<file path="src/rtl/por_seq.sv">
// Power-on-reset sequencer: powers up the trip comparator, lets it settle, then filters the
// synchronized supply-good signal to release POR and re-asserts it on sustained brownouts.
module por_seq #(
    parameter int unsigned SETTLE_CYC = 8,
    parameter int unsigned FILT_CYC   = 16,
    parameter int unsigned BROWN_CYC  = 4
) (
    input  logic       osc_ck,
    input  logic       rst,
    input  logic       ena,
    input  logic       pwup_filt,
    input  logic [2:0] otrip,
    output logic       por_unbuf,
    output logic       force_pdnb,
    output logic [7:0] otrip_decoded,
    output logic [2:0] por_state,
    output logic [3:0] brown_cnt
);

    typedef enum logic [2:0] {
        StIdle     = 3'd0,
        StSettle   = 3'd1,
        StArmed    = 3'd2,
        StFilter   = 3'd3,
        StReleased = 3'd4,
        StBrown    = 3'd5
    } state_e;

    localparam logic [7:0] SettleLast = 8'(SETTLE_CYC - 1);
    localparam logic [7:0] FiltLast   = 8'(FILT_CYC - 1);
    localparam logic [7:0] BrownLast  = 8'(BROWN_CYC - 1);

    state_e     state_q, state_d;
    logic [7:0] cnt_q, cnt_d;
    logic [7:0] dec_q, dec_d;
    logic [3:0] brown_q, brown_d;
    logic [3:0] brown_inc;
    logic       por_q, por_d;
    logic       pdnb_q, pdnb_d;
    logic       sync1_q, sync2_q;
    logic       pwup_s;

    assign pwup_s    = sync2_q;
    assign brown_inc = (brown_q == 4'hF) ? brown_q : brown_q + 4'd1;

    always_comb begin
        state_d = state_q;
        cnt_d   = cnt_q;
        dec_d   = dec_q;
        brown_d = brown_q;

        // Trip select is frozen once the comparator is armed.
        if (state_q == StIdle || state_q == StSettle) begin
            dec_d = 8'd1 << otrip;
        end

        if (state_q != StIdle && !ena) begin
            state_d = StIdle;
            cnt_d   = 8'd0;
        end else begin
            unique case (state_q)
                StIdle: begin
                    if (ena) begin
                        state_d = StSettle;
                        cnt_d   = 8'd0;
                    end
                end
                StSettle: begin
                    if (cnt_q == SettleLast) begin
                        state_d = StArmed;
                        cnt_d   = 8'd0;
                    end else begin
                        cnt_d = cnt_q + 8'd1;
                    end
                end
                StArmed: begin
                    if (pwup_s) begin
                        cnt_d   = 8'd1;
                        state_d = (FiltLast == 8'd0) ? StReleased : StFilter;
                        if (FiltLast == 8'd0) cnt_d = 8'd0;
                    end
                end
                StFilter: begin
                    if (!pwup_s) begin
                        state_d = StArmed;
                        cnt_d   = 8'd0;
                    end else if (cnt_q == FiltLast) begin
                        state_d = StReleased;
                        cnt_d   = 8'd0;
                    end else begin
                        cnt_d = cnt_q + 8'd1;
                    end
                end
                StReleased: begin
                    if (!pwup_s) begin
                        if (BrownLast == 8'd0) begin
                            state_d = StArmed;
                            cnt_d   = 8'd0;
                            brown_d = brown_inc;
                        end else begin
                            state_d = StBrown;
                            cnt_d   = 8'd1;
                        end
                    end
                end
                StBrown: begin
                    if (pwup_s) begin
                        state_d = StReleased;
                        cnt_d   = 8'd0;
                    end else if (cnt_q == BrownLast) begin
                        state_d = StArmed;
                        cnt_d   = 8'd0;
                        brown_d = brown_inc;
                    end else begin
                        cnt_d = cnt_q + 8'd1;
                    end
                end
                default: begin
                    state_d = StIdle;
                    cnt_d   = 8'd0;
                end
            endcase
        end

        // Outputs are registered from the next state so they change on the deciding edge.
        por_d  = !(state_d == StReleased || state_d == StBrown);
        pdnb_d = (state_d != StIdle);
    end

    always_ff @(posedge osc_ck) begin
        if (rst) begin
            state_q <= StIdle;
            cnt_q   <= 8'd0;
            dec_q   <= 8'h01;
            brown_q <= 4'd0;
            por_q   <= 1'b1;
            pdnb_q  <= 1'b0;
            sync1_q <= 1'b0;
            sync2_q <= 1'b0;
        end else begin
            state_q <= state_d;
            cnt_q   <= cnt_d;
            dec_q   <= dec_d;
            brown_q <= brown_d;
            por_q   <= por_d;
            pdnb_q  <= pdnb_d;
            sync1_q <= pwup_filt;
            sync2_q <= sync1_q;
        end
    end

    assign por_unbuf     = por_q;
    assign force_pdnb    = pdnb_q;
    assign otrip_decoded = dec_q;
    assign por_state     = state_q;
    assign brown_cnt     = brown_q;

endmodule

</file>
<file path="config.mk">
export PLATFORM = sky130hd
export DESIGN_NAME = por_seq
export DESIGN_NICKNAME = d
export VERILOG_FILES = /design/src/rtl/por_seq.sv
export SDC_FILE = /design/constraint.sdc
export NUM_CORES = 1
export LEC_CHECK = 0
export CORE_UTILIZATION = 45
export CTS_CLUSTER_DIAMETER = 60
export CTS_CLUSTER_SIZE = 16
export DETAILED_ROUTE_END_ITERATION = 10
export GPL_ROUTABILITY_DRIVEN = 0
export PLACE_DENSITY = 0.78
export SLEW_MARGIN = 20
export SYNTH_ARGS = -nofsm -noshare
export SYNTH_HDL_FRONTEND = slang
export SYNTH_SLANG_ARGS = --single-unit
</file>
<file path="constraint.sdc">
create_clock -name osc_ck -period 1.6 [get_ports osc_ck]
set_input_delay 0.24 -clock osc_ck [delete_from_list [all_inputs] [get_ports osc_ck]]
set_output_delay 0.24 -clock osc_ck [all_outputs]
set_load 0.1 [all_outputs]
</file>
Yosys cells after proc, flatten, opt, wreduce, memory -nomap -nowiden
Cells that the tools add are included.
{"block": "totals", "ff_bits": 27, "latchBits": 0, "ramBits": 0, "rom_bits": 0, "in_bits": 7, "output_inout_bits": 17, "wordCells": 58, "memories": 0}
{"block": "classes", "addsub": 2, "mul": 0, "div": 0, "n_lt_le_gt_ge": 0, "n_eq_ne": 14, "shift": 1, "n_mux": 19, "bitwise": 3, "n_reduce_logical": 11}
{"operator": "$mux 8", "n": 8}
{"operator": "$pmux 8 s6", "n": 1}
{"operator": "$mux 3", "n": 9}
{"operator": "$pmux 3 s6", "n": 1}
{"operator": "$eq 3x3->1 const B", "n": 4}
{"operator": "$add 8x1->8 const B", "n": 1}
{"operator": "$eq 8x2->1 const B", "n": 1}
{"operator": "$eq 8x3->1 const B", "n": 1}
{"operator": "$eq 8x4->1 const B", "n": 1}
{"operator": "$shl 1x3->8 const A", "n": 1}
{"operator": "$eq 3x2->1 const B", "n": 2}
{"operator": "$ne 2x2->1 const B", "n": 3}
{"operator": "$reduce_bool 3->1", "n": 2}
{"operator": "$reduce_and 5->1", "n": 1}
{"operator": "$add 4x1->4 const B", "n": 1}
{"operator": "$eq 4x4->1 const B", "n": 1}
{"operator": "$eq 3x1->1 const B", "n": 1}
{"operator": "$logic_not 3->1", "n": 1}
{"operator": "$not 1->1", "n": 3}
{"operator": "$reduce_and 3->1", "n": 1}
{"operator": "$logic_not 1->1", "n": 2}
{"operator": "$logic_or 1x1->1", "n": 2}
{"operator": "$reduce_or 2->1", "n": 1}
{"operator": "$logic_and 1x1->1", "n": 1}

Depth between registers and ports, before layout
{"block": "depth", "depth_word": 8, "mapped_depth": 6, "depth_no_buf": 5}

Least setup slack after synthesis
Ideal clock, no wire load.
{"block": "synth_timing", "kind": "reg-to-reg", "from": "reg state_q[1], in the netlist por_state[1]", "to": "reg pdnb_q, in the netlist force_pdnb", "setup_ns": 0.074, "arrival_time_ns": 2.212, "t_required_ns": 1.526, "slack_ns": -0.686, "path_stages_with_launch": 6, "path_buffers": 1, "period_less_slack_ns": 2.286, "path_cell_list": "dfxtp_1 > clkbuf_8 > or2b_2 > o41ai_4 > nand3_2 > a31oi_1"}
{"block": "synth_via", "elab_chain_cells": 5, "elab_cells_between_ends": 19, "cone_classes": "5 x eq/ne; 10 x mux; 4 x reduce/logical"}
{"element": "start: declaration", "line": "33", "source": "state_e state_q, state_d;"}
{"element": "start signal: assignment", "line": "132", "source": "state_q <= StIdle;"}
{"element": "start signal: assignment", "line": "141", "source": "state_q <= state_d;"}
{"element": "$mux 3, on equally long branches", "line": "110, 87"}
{"element": "$mux 3, on equally long branches", "line": "107, 84"}
{"element": "$pmux 3 s6", "line": "61", "source": "unique case (state_q)"}
{"element": "$mux 3 (*)", "line": "57", "source": "if (state_q != StIdle && !ena) begin"}
{"element": "$reduce_bool 3->1 (*)", "line": "127", "source": "pdnb_d = (state_d != StIdle);"}
{"element": "end signal: assignment", "line": "146", "source": "pdnb_q <= pdnb_d;"}
{"element": "end: declaration", "line": "39", "source": "logic pdnb_q, pdnb_d;"}
Mark *: on every way between the ends. The rest lies on a longest branch, timed or not.
A chain may end at the register's enable or synchronous reset.

Worst setup path in the final report
{"block": "layout_timing", "from": "reg cnt_q[4]", "to": "reg pdnb_q, in the netlist force_pdnb"}
{"block": "layout_via", "elab_chain_cells": 6, "elab_cells_between_ends": 11, "cone_classes": "3 x eq/ne; 7 x mux; 1 x reduce/logical"}
{"element": "start: declaration", "line": "34", "source": "logic [7:0] cnt_q, cnt_d;"}
{"element": "start signal: assignment", "line": "142", "source": "cnt_q <= cnt_d;"}
{"element": "$eq 8x2->1 / $eq 8x4->1 (equally long branches)", "line": "110, 87"}
{"element": "$mux 3, on equally long branches", "line": "110, 87"}
{"element": "$mux 3, on equally long branches", "line": "107, 84"}
{"element": "$pmux 3 s6 (*)", "line": "61"}
{"element": "$mux 3 (*)", "line": "57"}
{"element": "$reduce_bool 3->1 (*)", "line": "127"}
Marked as above.

==> impl_metrics.yaml <==
status:
  run_status: "finished with violations"
  violations: "negative setup slack"
synthesis:
  synthDistinctLibCells: 51
  yosys_register_bits: 27
  post_synth.cell_area_avg_um2: 8.693
  asyncSetResetFlopFracSynth: 0
  synth-main-ff-cell: "dfxtp_1"
  synth_top_cells_by_area: "dfxtp_1, a21oi_1, nand3_1"
  synth_top_area_share: 0.3594
  largest_area_contributor_in_the_synthesized_netlist: "dfxtp_1"
  synth-edff-count: 0
  yosys_warnings: 0
  synth_fp_nets: 182
  netlist_instances: 173
  syn_area_um2: 1504
  fraction_of_the_yosys_area_taken_by_sequential_cells: 0.3594
worst_setup_path:
  timing.reg2reg.setup_slack_ns: -0.17
  critPathLaunchType: "register"
  worst-endpoint-arrival_ns: 2.05
  cp-startpoint: "cnt_q[4]"
  worst-setup-path-type: "reg2reg"
  crit-reg2reg-launch: "cnt_q[4]"
  critPathCaptureType: "register"
  worstPathRequired_ns: 1.88
  crit_fanout: 4
cells_and_area:
  drive_above_1_share: 0.4386
  design.final.nets: 238
  filler_cell_count: 230
  num_antenna_cells: 0
  regArea_um2: 570.5
  finish.cell_count_without_fillers: 272
  syn_to_final_growth_pct: 54.91
  commonest_non_fill_non_tap_cells_in_the_layout: "buf_4, buf_12, dfxtp_1"
  layout_commonest_cell: "buf_4"
  multi_input_area_um2: 933.4
detailed_routing:
  vias_per_cell: 5.875
  ant_nets: 0
  post_drt_wl_per_cell_um: 17.33
  route.vias.total: 1598
  drtIter0Drc: 126
  first_pass_iters: 4
  postRouteWirelength_mm: 4.715
  number_of_design_rule_violations_left_after_detail_routing: 0
sta:
  tightest_slew_ns: 0.3769
  clock_skew_ns: 0.007655
  post-route-period-util: 1.104
  setup_viol: 11
  timing.final.crit_period_ns: 1.766
  slew_headroom: 0.7460
  grt_setup_unrepaired: "yes"
  max_freq_mhz: 566.2
  post-route-worst-setup-slack_ns: -0.1662
  timing.final.max_slew_violations: 0
  report.final.hold_viol_count: 0
floorplan:
  core_area_um2: 3103
  die_y_um: 59.81
  floorplan.initialDensity: 0.4847
  boundaryPins: 24
  design.die.area_um2: 3577
  floorplan.rows: 20
  chipWidth_um: 59.81
power_and_ir_drop:
  ir_worst_vdd_uv: 629.6
  power_mw: 1.287
  static-leakage-power_nw: 0.9026
  power.density_cell_area_nw_per_um2: 552.5
clocking:
  cts_sinks: 27
  insertion_delay_ns: 0.35
  tritoncts_clock_tree: "done"
  cts_hold_repair.buffers: 0
  htree_levels: 1
  clock_tree.buffer_depth: 2
  clock_transition_time_at_the_flip_flop_clock_pins_of_the_worst_setup_and_hold_paths_ns: 0.16
  number_of_buffers_created_by_cts: 3
  cts_root_buf: "clkbuf_4"
place:
  hpwlAfterDp_mm: 3.126
  buffer_ports.inserted: 23
  place.detailed.instances: 261
  dp_slack_ns: -0.3215
min_path:
  hold_class: "in2reg"
  holdCritStartpoint: "pwup_filt"
grt:
  antenna_found_initial: 0
  first_global_vias: 1547
  grt_pass1_wl_mm: 7.231
  grt_overflow: 0
  gr-usage-all-layers: 0.2701
  grt_max_degree: 18
run:
  drv_cap: 0
## through the flow
stage / area (um2) / hold WS (ns) / util / setup TNS [ns]
CTS: 2255 / 0.4330 / 0.7266 / -1.002
floorplan: 1569 / 0.3682 / - / -0.3112
finish: 2330 / 0.4251 / 0.7508 / -1.295
detailed placement: 2160 / 0.4310 / 0.6960 / -2.430
global route: 2330 / 0.4316 / 0.7508 / -1.787
global placement: 2160 / 0.4386 / 0.6960 / -1.777
## registers in the layout, indices dropped and copies added, names as in the netlist
signal,flops
sync1_q,1
force_pdnb,1
brown_cnt,4
cnt_q,8
por_unbuf,1
pwup_s,1
por_state,3
otrip_decoded,8
## synthesized netlist by cell type, drive strengths merged (2+ instances only)
cell type and number:
nand2 13, nand2b 3, mux2 2, or4 4, o211ai 4, nand3 12
a31oi 2, nor4b 2, dfxtp 27, buf 3, a21oi 13, nor3 9
nor2 13, or3 4, o31ai 3, ha 2, o21ai 8, inv 9
o221ai 5, nor2b 3, nor4 5, clkbuf 7
## logic make-up after synthesis
logic type      count (synthesis)  share of synthesized area
mux                             3                    0.02163
compound gates                 46                     0.2205
simple gates                   75                     0.2895
xor+xnor                        1                   0.005825
fa+ha+maj                       2                    0.01664
flops                          27                     0.3594
buf+inv                        19                    0.08652
## critical path, cell delays in order (launching register included)
cell and delay, ns:
dfxtp_2 0.37, or4_4 0.58, buf_12 0.16, o41ai_4 0.31, nand3_2 0.13, a31oi_1 0.15
## report_power, final
group / switching (mW) / internal, mW / leakage, nW
clock: 0.230 / 0.103 / 0.0183
combinational: 0.151 / 0.0997 / 0.657
sequential: 0.0246 / 0.679 / 0.227
total: 0.406 / 0.881 / 0.903
## worst paths after layout
kind	to	cells past startpoint
setup / recovery	force_pdnb	5
hold / removal	sync1_q	2
setup reg to reg	force_pdnb	5
hold reg to reg	pwup_s	1
## layout make-up
cell class,count,share of cell area
flip-flops and latches,27,0.2449
repair buffers,61,0.3029
well taps,44,0.02363
clock inverters,1,0.003759
inverters,9,0.01450
multi-input cells,127,0.4006
clock buffers,3,0.009667
## what timing repair did
| action | 4_1_cts | 5_1_grt |
|---|---|---|
| gates cloned | 0 | 0 |
| pin swaps | 4 | 6 |
| setup endpoints to repair | 11 | 20 |
| resized for setup | 6 | 12 |
| buffers inserted | 3 | 4 |
## metal layers
layer | global-route usage | vias up | share of wire | wire, um
li1 | - | 752 | - | -
met1 | 0.3342 | 753 | 0.39 | 1831
met2 | 0.4460 | 73 | 0.51 | 2402
met3 | 0.06061 | 20 | 0.071 | 334
met4 | 0.1196 | 0 | 0.031 | 146
met5 | 0 | - | 0 | 0
No activity file was read; power rests on OpenSTA's default activity.
